$ cat src/rtl/csi_sequence_parser.sv
// csi_sequence_parser: byte-stream front end that turns ESC [ ... sequences,
// printable bytes and control bytes into one-cycle command strobes.
// Ports:
//   clk, rst (async, active-low)
//   data_valid, data[7:0]          : rx byte stream (data_ready is always 1)
//   command_ready                  : one-cycle strobe, registered
//   command_type[3:0]              : 0 NONE .. 9 CONTROL
//   param_pns[7:0], char_out[7:0]  : parameter / byte carried with the strobe
// Optional build macro: CSI_CAN_ABORT_EN (CAN/SUB abort an open sequence).
module csi_sequence_parser #(
    parameter int MAX_PARAMS = 16
) (
    input  logic       clk,
    input  logic       rst,
    input  logic       data_valid,
    input  logic [7:0] data,
    output logic       data_ready,
    output logic       command_ready,
    output logic [3:0] command_type,
    output logic [7:0] param_pns,
    output logic [7:0] char_out
);

    localparam int CW = $clog2(MAX_PARAMS + 1);

    localparam logic [3:0] CMD_NONE      = 4'd0;
    localparam logic [3:0] CMD_INIT_PN   = 4'd1;
    localparam logic [3:0] CMD_EMIT_PN   = 4'd2;
    localparam logic [3:0] CMD_SETMODE   = 4'd3;
    localparam logic [3:0] CMD_RESETMODE = 4'd4;
    localparam logic [3:0] CMD_SETDEC    = 4'd5;
    localparam logic [3:0] CMD_RESETDEC  = 4'd6;
    localparam logic [3:0] CMD_CSI_OTHER = 4'd7;
    localparam logic [3:0] CMD_PRINT     = 4'd8;
    localparam logic [3:0] CMD_CONTROL   = 4'd9;

    localparam logic [7:0] ESC = 8'h1B;

    typedef enum logic [2:0] {
        GROUND,
        ESCAPE,
        CSI_ENTRY,
        CSI_PARAM,
        CSI_IGNORE
    } state_t;

    state_t          state_q, state_d;
    logic            rdy_q, rdy_d;
    logic [3:0]      type_q, type_d;
    logic [7:0]      pns_q, pns_d;
    logic [7:0]      chr_q, chr_d;
    logic [7:0]      acc_q, acc_d;
    logic [CW-1:0]   cnt_q, cnt_d;
    logic            dec_q, dec_d;

    logic [11:0]     acc_ext;
    logic [7:0]      acc_sat;
    logic            is_digit;
    logic            is_final;

    assign data_ready    = 1'b1;
    assign command_ready = rdy_q;
    assign command_type  = type_q;
    assign param_pns     = pns_q;
    assign char_out      = chr_q;

    // Digit value is the low nibble of '0'..'9'; the wide sum cannot
    // overflow 12 bits (255*10+9), so clamp afterwards.
    assign acc_ext  = 12'(acc_q) * 12'd10 + 12'(data[3:0]);
    assign acc_sat  = (acc_ext > 12'd255) ? 8'hFF : acc_ext[7:0];
    assign is_digit = (data >= 8'h30) && (data <= 8'h39);
    assign is_final = (data >= 8'h40) && (data <= 8'h7E);

    always_comb begin
        state_d = state_q;
        rdy_d   = 1'b0;
        type_d  = CMD_NONE;
        pns_d   = pns_q;
        chr_d   = chr_q;
        acc_d   = acc_q;
        cnt_d   = cnt_q;
        dec_d   = dec_q;

        if (data_valid) begin
`ifdef CSI_CAN_ABORT_EN
            if ((state_q != GROUND) &&
                ((data == 8'h18) || (data == 8'h1A))) begin
                state_d = GROUND;
                rdy_d   = 1'b1;
                type_d  = CMD_CONTROL;
                chr_d   = data;
                acc_d   = 8'd0;
                cnt_d   = '0;
            end else
`endif
            case (state_q)
                GROUND: begin
                    if (data == ESC) begin
                        state_d = ESCAPE;
                    end else if ((data >= 8'h20) && (data <= 8'h7E)) begin
                        rdy_d  = 1'b1;
                        type_d = CMD_PRINT;
                        chr_d  = data;
                    end else begin
                        rdy_d  = 1'b1;
                        type_d = CMD_CONTROL;
                        chr_d  = data;
                    end
                end
                ESCAPE: begin
                    if (data == 8'h5B) begin
                        state_d = CSI_ENTRY;
                        rdy_d   = 1'b1;
                        type_d  = CMD_INIT_PN;
                        acc_d   = 8'd0;
                        cnt_d   = '0;
                        dec_d   = 1'b0;
                    end else if (data != ESC) begin
                        state_d = GROUND;
                    end
                end
                CSI_ENTRY, CSI_PARAM: begin
                    if ((state_q == CSI_ENTRY) && (data == 8'h3F)) begin
                        dec_d   = 1'b1;
                        state_d = CSI_PARAM;
                    end else if (is_digit) begin
                        acc_d   = acc_sat;
                        state_d = CSI_PARAM;
                    end else if (data == 8'h3B) begin
                        if (cnt_q < CW'(MAX_PARAMS)) begin
                            rdy_d  = 1'b1;
                            type_d = CMD_EMIT_PN;
                            pns_d  = acc_q;
                            cnt_d  = cnt_q + CW'(1);
                        end
                        acc_d   = 8'd0;
                        state_d = CSI_PARAM;
                    end else if (data == 8'h68) begin
                        rdy_d   = 1'b1;
                        type_d  = dec_q ? CMD_SETDEC : CMD_SETMODE;
                        pns_d   = acc_q;
                        state_d = GROUND;
                    end else if (data == 8'h6C) begin
                        rdy_d   = 1'b1;
                        type_d  = dec_q ? CMD_RESETDEC : CMD_RESETMODE;
                        pns_d   = acc_q;
                        state_d = GROUND;
                    end else if (is_final) begin
                        rdy_d   = 1'b1;
                        type_d  = CMD_CSI_OTHER;
                        pns_d   = acc_q;
                        chr_d   = data;
                        state_d = GROUND;
                    end else if (data == ESC) begin
                        state_d = ESCAPE;
                    end else if (data < 8'h20) begin
                        // Embedded controls execute without disturbing
                        // the sequence being collected.
                        rdy_d  = 1'b1;
                        type_d = CMD_CONTROL;
                        chr_d  = data;
                    end else if (data <= 8'h3F) begin
                        // Intermediates, late '?', and unsupported
                        // parameter characters spoil the sequence.
                        state_d = CSI_IGNORE;
                    end
                end
                CSI_IGNORE: begin
                    if (is_final) begin
                        state_d = GROUND;
                    end else if (data == ESC) begin
                        state_d = ESCAPE;
                    end
                end
                default: state_d = GROUND;
            endcase
        end
    end

    always_ff @(posedge clk or negedge rst) begin
        if (!rst) begin
            state_q <= GROUND;
            rdy_q   <= 1'b0;
            type_q  <= CMD_NONE;
            pns_q   <= 8'd0;
            chr_q   <= 8'd0;
            acc_q   <= 8'd0;
            cnt_q   <= '0;
            dec_q   <= 1'b0;
        end else begin
            state_q <= state_d;
            rdy_q   <= rdy_d;
            type_q  <= type_d;
            pns_q   <= pns_d;
            chr_q   <= chr_d;
            acc_q   <= acc_d;
            cnt_q   <= cnt_d;
            dec_q   <= dec_d;
        end
    end

endmodule
$ cat config.mk
export PLATFORM = sky130hd
export DESIGN_NAME = csi_sequence_parser
export DESIGN_NICKNAME = d
export VERILOG_FILES = /design/src/rtl/csi_sequence_parser.sv
export SDC_FILE = /design/constraint.sdc
export NUM_CORES = 1
export LEC_CHECK = 0
export ABC_AREA = 1
export BUFFER_PORTS_ARGS = -buffer_cell sky130_fd_sc_hd__buf_2
export CAP_MARGIN = 10
export CORE_UTILIZATION = 50
export DETAILED_ROUTE_END_ITERATION = 6
export GPL_TIMING_DRIVEN = 0
export HOLD_SLACK_MARGIN = 0.1
export PLACE_DENSITY_LB_ADDON = 0.12
export SLEW_MARGIN = 10
export SYNTH_ARGS = -nofsm -noshare
export SYNTH_HDL_FRONTEND = slang
export SYNTH_SLANG_ARGS = --single-unit
$ cat constraint.sdc
create_clock -name clk -period 2.2 [get_ports clk]
set_input_delay 0 -clock clk [delete_from_list [all_inputs] [get_ports clk]]
set_output_delay 0 -clock clk [all_outputs]
set_load 0.01 [all_outputs]
# Word level (Yosys, flattened, before mapping)
# Cells that the tools add are included.
# totals
register_bits	38
latchBits	0
ram_bits	0
romBits	0
inputBits	11
out_inout_bits	22
elab_cells	138
mem_count	0
# op_classes
add_sub_neg	2
mul	1
n_div	0
magnitude_cmp	9
n_eq_ne	28
shift	0
muxes	73
bitwise_logic	2
n_reduce_logical	15
# op_table
cell	count
$mux 8	19
$mux 3	14
$mux 4	10
$pmux 8 s2	2
$mux 5	5
$eq 8x7->1 const B	3
$ne 2x2->1 const B	10
$ne 9x9->1 const B	2
$eq 8x6->1 const B	2
$ge 8x6->1 const B	2
$le 8x6->1 const B	2
$mux 1	16
$add 12x4->12	1
$gt 12x8->1 const B	1
$ne 3x3->1 const B	4
$pmux 3 s4	1
$pmux 4 s3	1
$mul 8x3->11 const B	1
$pmux 5 s2	1
$reduce_and 10->1	1
$eq 8x5->1 const B	1
$ge 8x7->1 const B	1
$le 8x7->1 const B	1
$lt 8x6->1 const B	1
20 further kinds	28

# Longest topological paths before layout
# depth
depth_word	11
mapped_depth	15

# Worst setup path before layout
# OpenSTA, ideal clock, no wires.
# synth_path
kind	register to register
from	register acc_q[1]
to	register acc_q[0]
arrival_time_ns	2.244
required_ns	2.083
setup_slack_ns	-0.161
stages_incl_launch_ff	16
period_less_slack_ns	2.361
path_cell_list	dfrtp_1 ha_1 ha_1 fa_1 nand2_1 inv_1 nor2_1 nand2_1 inv_1 nand3_1 nand2_1 nand3_1 nor2_2 nand2_1 nand2_1 nand2_1
# synth_between
elab_chain_cells	7
# synth_rtl
item	line	rtl
start: declaration	52	logic [7:0] acc_q, acc_d;
start signal: assignment	187	acc_q <= 8'd0;
start signal: assignment	196	acc_q <= acc_d;
$mul 8x3->11	69	assign acc_ext = 12'(acc_q) * 12'd10 + 12'(data[3:0]);
$add 12x4->12	69	
$gt 12x8->1	70	assign acc_sat = (acc_ext > 12'd255) ? 8'hFF : acc_ext[7:0];
$mux 8	70	
$mux 8	126	end else if (is_digit) begin
$mux 8	123	if ((state_q == CSI_ENTRY) && (data == 8'h3F)) begin
$pmux 8 s2	96	case (state_q)
# Every way passes these cells. The select of a mux whose other input is x is not followed.
# A chain may end at the register's enable or synchronous reset.

# Worst setup path in the final report
# layout_path
from	register acc_q[3]
to	register acc_q[6]
# layout_between
elab_chain_cells	7
# layout_rtl
item	line
$mul 8x3->11 (*)	69
$add 12x4->12 (*)	69
$gt 12x8->1	70
$mux 8 (*)	70
$mux 8 (*)	126
$mux 8 (*)	123
$pmux 8 s2 (*)	96
# Every way passes the cells marked *; elsewhere a longest branch is shown, timed or not. The select of a mux whose other input is x is not followed.

==> results.cfg <==
[die]
pin_count = 33
dieHeight_um = 73.50
dieArea_mm2 = 0.005402
die_w_um = 73.50
rows = 25
core-area_mm2 = 0.004817
initial_core_util = 0.5306

[final_layout]
fin_nets = 420
final_cells = 459
diodes = 0
areaGrowthSynthToFinish_pct = 25.01
fin_util = 0.6634
drive_gt1_frac = 0.2959

[sta]
timing.final.crit_period_ps = 2439
skew_ps = 11.59
max_freq_mhz = 410.0
slew_viol_final = 0
worst_pin_slew_ps = 835.9
slew_headroom = 0.4428
grt_setup_unrepaired = true
fin_ws_ps = -239.1
setup_tns_ps = -1550
holdWs_ps = 335.4
finalCritPeriodShare = 1.109
finalHoldViolCount = 0
finalSetupViolations = 8

[detailed_routing]
first_pass_iters = 4
routed_wl_um = 5581
vias_per_cell = 4.978
ant_nets = 0
dr_total_vias = 2285
route.detailed.drc = 0
drt_iter0_drc = 117
wl_per_cell_um = 12.16

[logic_synthesis]
yosysWarnings = 0
ys_ff_latch = 38
synth_cell_type_count = 34
synthesis.area_mm2 = 0.002556
synthCells = 332
seq_area_frac_synth = 0.3720
synth_nets = 361
avgSynthCellArea_um2 = 7.699

[critical_path]
reg2reg_slack_ps = -240
r2r_end = acc_q[6]
cpMaxStageDelayCell = fa_2
crit_family = adder cells
crit_path_end_kind = flip-flop
crit_required_ps = 2390
cp_slowest_stage_delay_ps = 540
criticalPathCategory = flip-flop to flip-flop
reg2reg_depth = 14
crit_path_max_fanout = 8
arrival_ps = 2620
worstPathCellList = ha_4 > ha_4 > fa_2 > nand2_1 > inv_2 > nand2_4 > inv_2 > nand3_2 > nand2_2 > nand3_2 > nor2_4 > nand2_1 > nand2_1 > nand2_1
worstSetupStartpointType = flip-flop
critPathMostFrequentCell = nand2_1
reg2reg_from = acc_q[3]
crit_buf_inv = 2

[clock_tree]
cts_root_buf = clkbuf_8
htree_levels = 2
clk_pin_slew_ps = 90
numCtsBuffers = 5
clock-sinks = 38
clk_latency_ps = 300
cts_tree = built
clock_path_buffers = 2

[grt]
grt_pass1_wl_um = 9535
grt_max_degree = 39
grt_pass1_vias = 2050
track_usage = 0.2294
antenna_found_initial = 0
gr-total-overflow = 0

[placed_design]
io_buffers = 31
dp_hpwl_um = 3957
dp.cells = 430
gp_congestion = 0.8660

[outcome]
failed_checks = setup timing
outcome = finished, violations left

[job]
cap_violations = 0

[power_and_ir_drop]
p_leak_uw = 0.001737
ir_worst_vdd_v = 0.0003467
powerDensity_mw_per_mm2 = 455.1

[hold_path]
worstHoldPathType = primary input to asynchronous set/reset pin
layout by cell type (no fill, tap or decap), types with 2 or more instances in the layout:
cell,instances
nor2_2,5
inv_1,33
inv_2,8
dfrtp_1,36
o21ai_2,9
clkbuf_8,6
nand2_2,13
ha_4,5
o21ai_1,2
nand2_1,103
nand4_2,3
o21ai_0,9
buf_2,32
xnor2_1,3
dlygate4sd3_1,10
nand4_1,5
buf_4,12
nand2_4,3
dfrtp_2,2
nor2_4,5
a31oi_1,2
ha_1,10
nand3_2,6
nand3_1,27
nor2_1,16
xor2_1,5
a21oi_1,7
Yosys cell counts (all sizes together):
cell | count | area (um^2)
a21oi | 7 | 35.03
a31oi | 3 | 25.02
buf | 3 | 23.77
conb | 1 | 3.750
dfrtp | 38 | 950.9
fa | 2 | 40.04
ha | 16 | 200.2
inv | 41 | 153.9
nand2 | 119 | 476.7
nand3 | 34 | 197.7
nand3b | 1 | 7.510
nand4 | 8 | 68.82
nor2 | 26 | 135.1
nor3 | 1 | 5.000
o211ai | 1 | 7.510
o21a | 1 | 7.510
o21ai | 20 | 133.9
o21bai | 1 | 7.510
or2 | 1 | 6.260
xnor2 | 3 | 26.28
xor2 | 5 | 43.79
where the power goes:
group	internal (uW)	switching, uW	total (uW)	leakage [uW]
sequential	730	19.6	749	0.000498
clock	252	261	513	0.0000472
combinational	76.2	116	192	0.00119
per-stage QoR:
stage          setup slack (ps)  total power (uW)  instance area, um^2
6_report                 -239.1              1454                 3196
3_5_place_dp             -295.7             934.7                 2813
2_1_floorplan            -80.51             859.0                 2574
5_1_grt                  -330.5              1517                 3196
4_1_cts                  -95.64              1465                 3137
3_3_place_gp             -275.7             930.6                 2813
worst max path at each step:
stage                        start        to  slack, ps  cells past startpoint
after CTS                 acc_q[1]  acc_q[6]       -100                     14
after global placement    acc_q[1]  acc_q[2]       -280                     15
after floorplan           acc_q[1]  acc_q[0]        -80                     14
final                     acc_q[3]  acc_q[6]       -240                     14
after global routing      acc_q[3]  acc_q[6]       -330                     14
after detailed placement  acc_q[1]  acc_q[6]       -300                     15
flip-flops by register name (all words and copies together), names as in the netlist:
signal and count:
command_type 4, dec_q 1, command_ready 1, state_q 3
param_pns 8, acc_q 8, char_out 8, cnt_q 5
routing by layer:
layer  wire (um)  share of wire  vias up  global-route usage
met5           0              0        -                   0
met2        2499           0.45       37              0.3466
met4          82          0.015        0             0.07051
li1            -              -     1180                   -
met3         140          0.025        8             0.03429
met1        2858           0.51     1060              0.3374
area by class of cell:
type / instances / area [um^2]
Clock buffer: 6 / 82.58
Clock inverter: 2 / 12.51
Fill cell: 462 / 1622
Buffer: 3 / 23.77
Timing Repair Buffer: 52 / 337.8
Tap cell: 67 / 83.83
Sequential cell: 38 / 953.4
Multi-Input combinational cell: 250 / 1548
Inverter: 41 / 153.9
cells by family after synthesis:
group | Yosys count | share of synthesized area
xor gates and xnor gates | 8 | 0.02741
other | 1 | 0.001467
buffers and inverters | 44 | 0.06951
and+or+nand+nor | 190 | 0.3510
adders and majority gates | 18 | 0.09398
AOI/OAI and AO/OA | 33 | 0.08468
DFF | 38 | 0.3720
timing repair:
item                                    CTS  global route
hold endpoints to repair                 52             0
pin swaps                                 9            12
hold buffers                             10             0
buffers inserted                          9             2
gates cloned                              0             0
endpoints found under the setup margin    8             8
gates resized for setup                  10            12
Note: power is estimated with default switching activity, not from simulation.
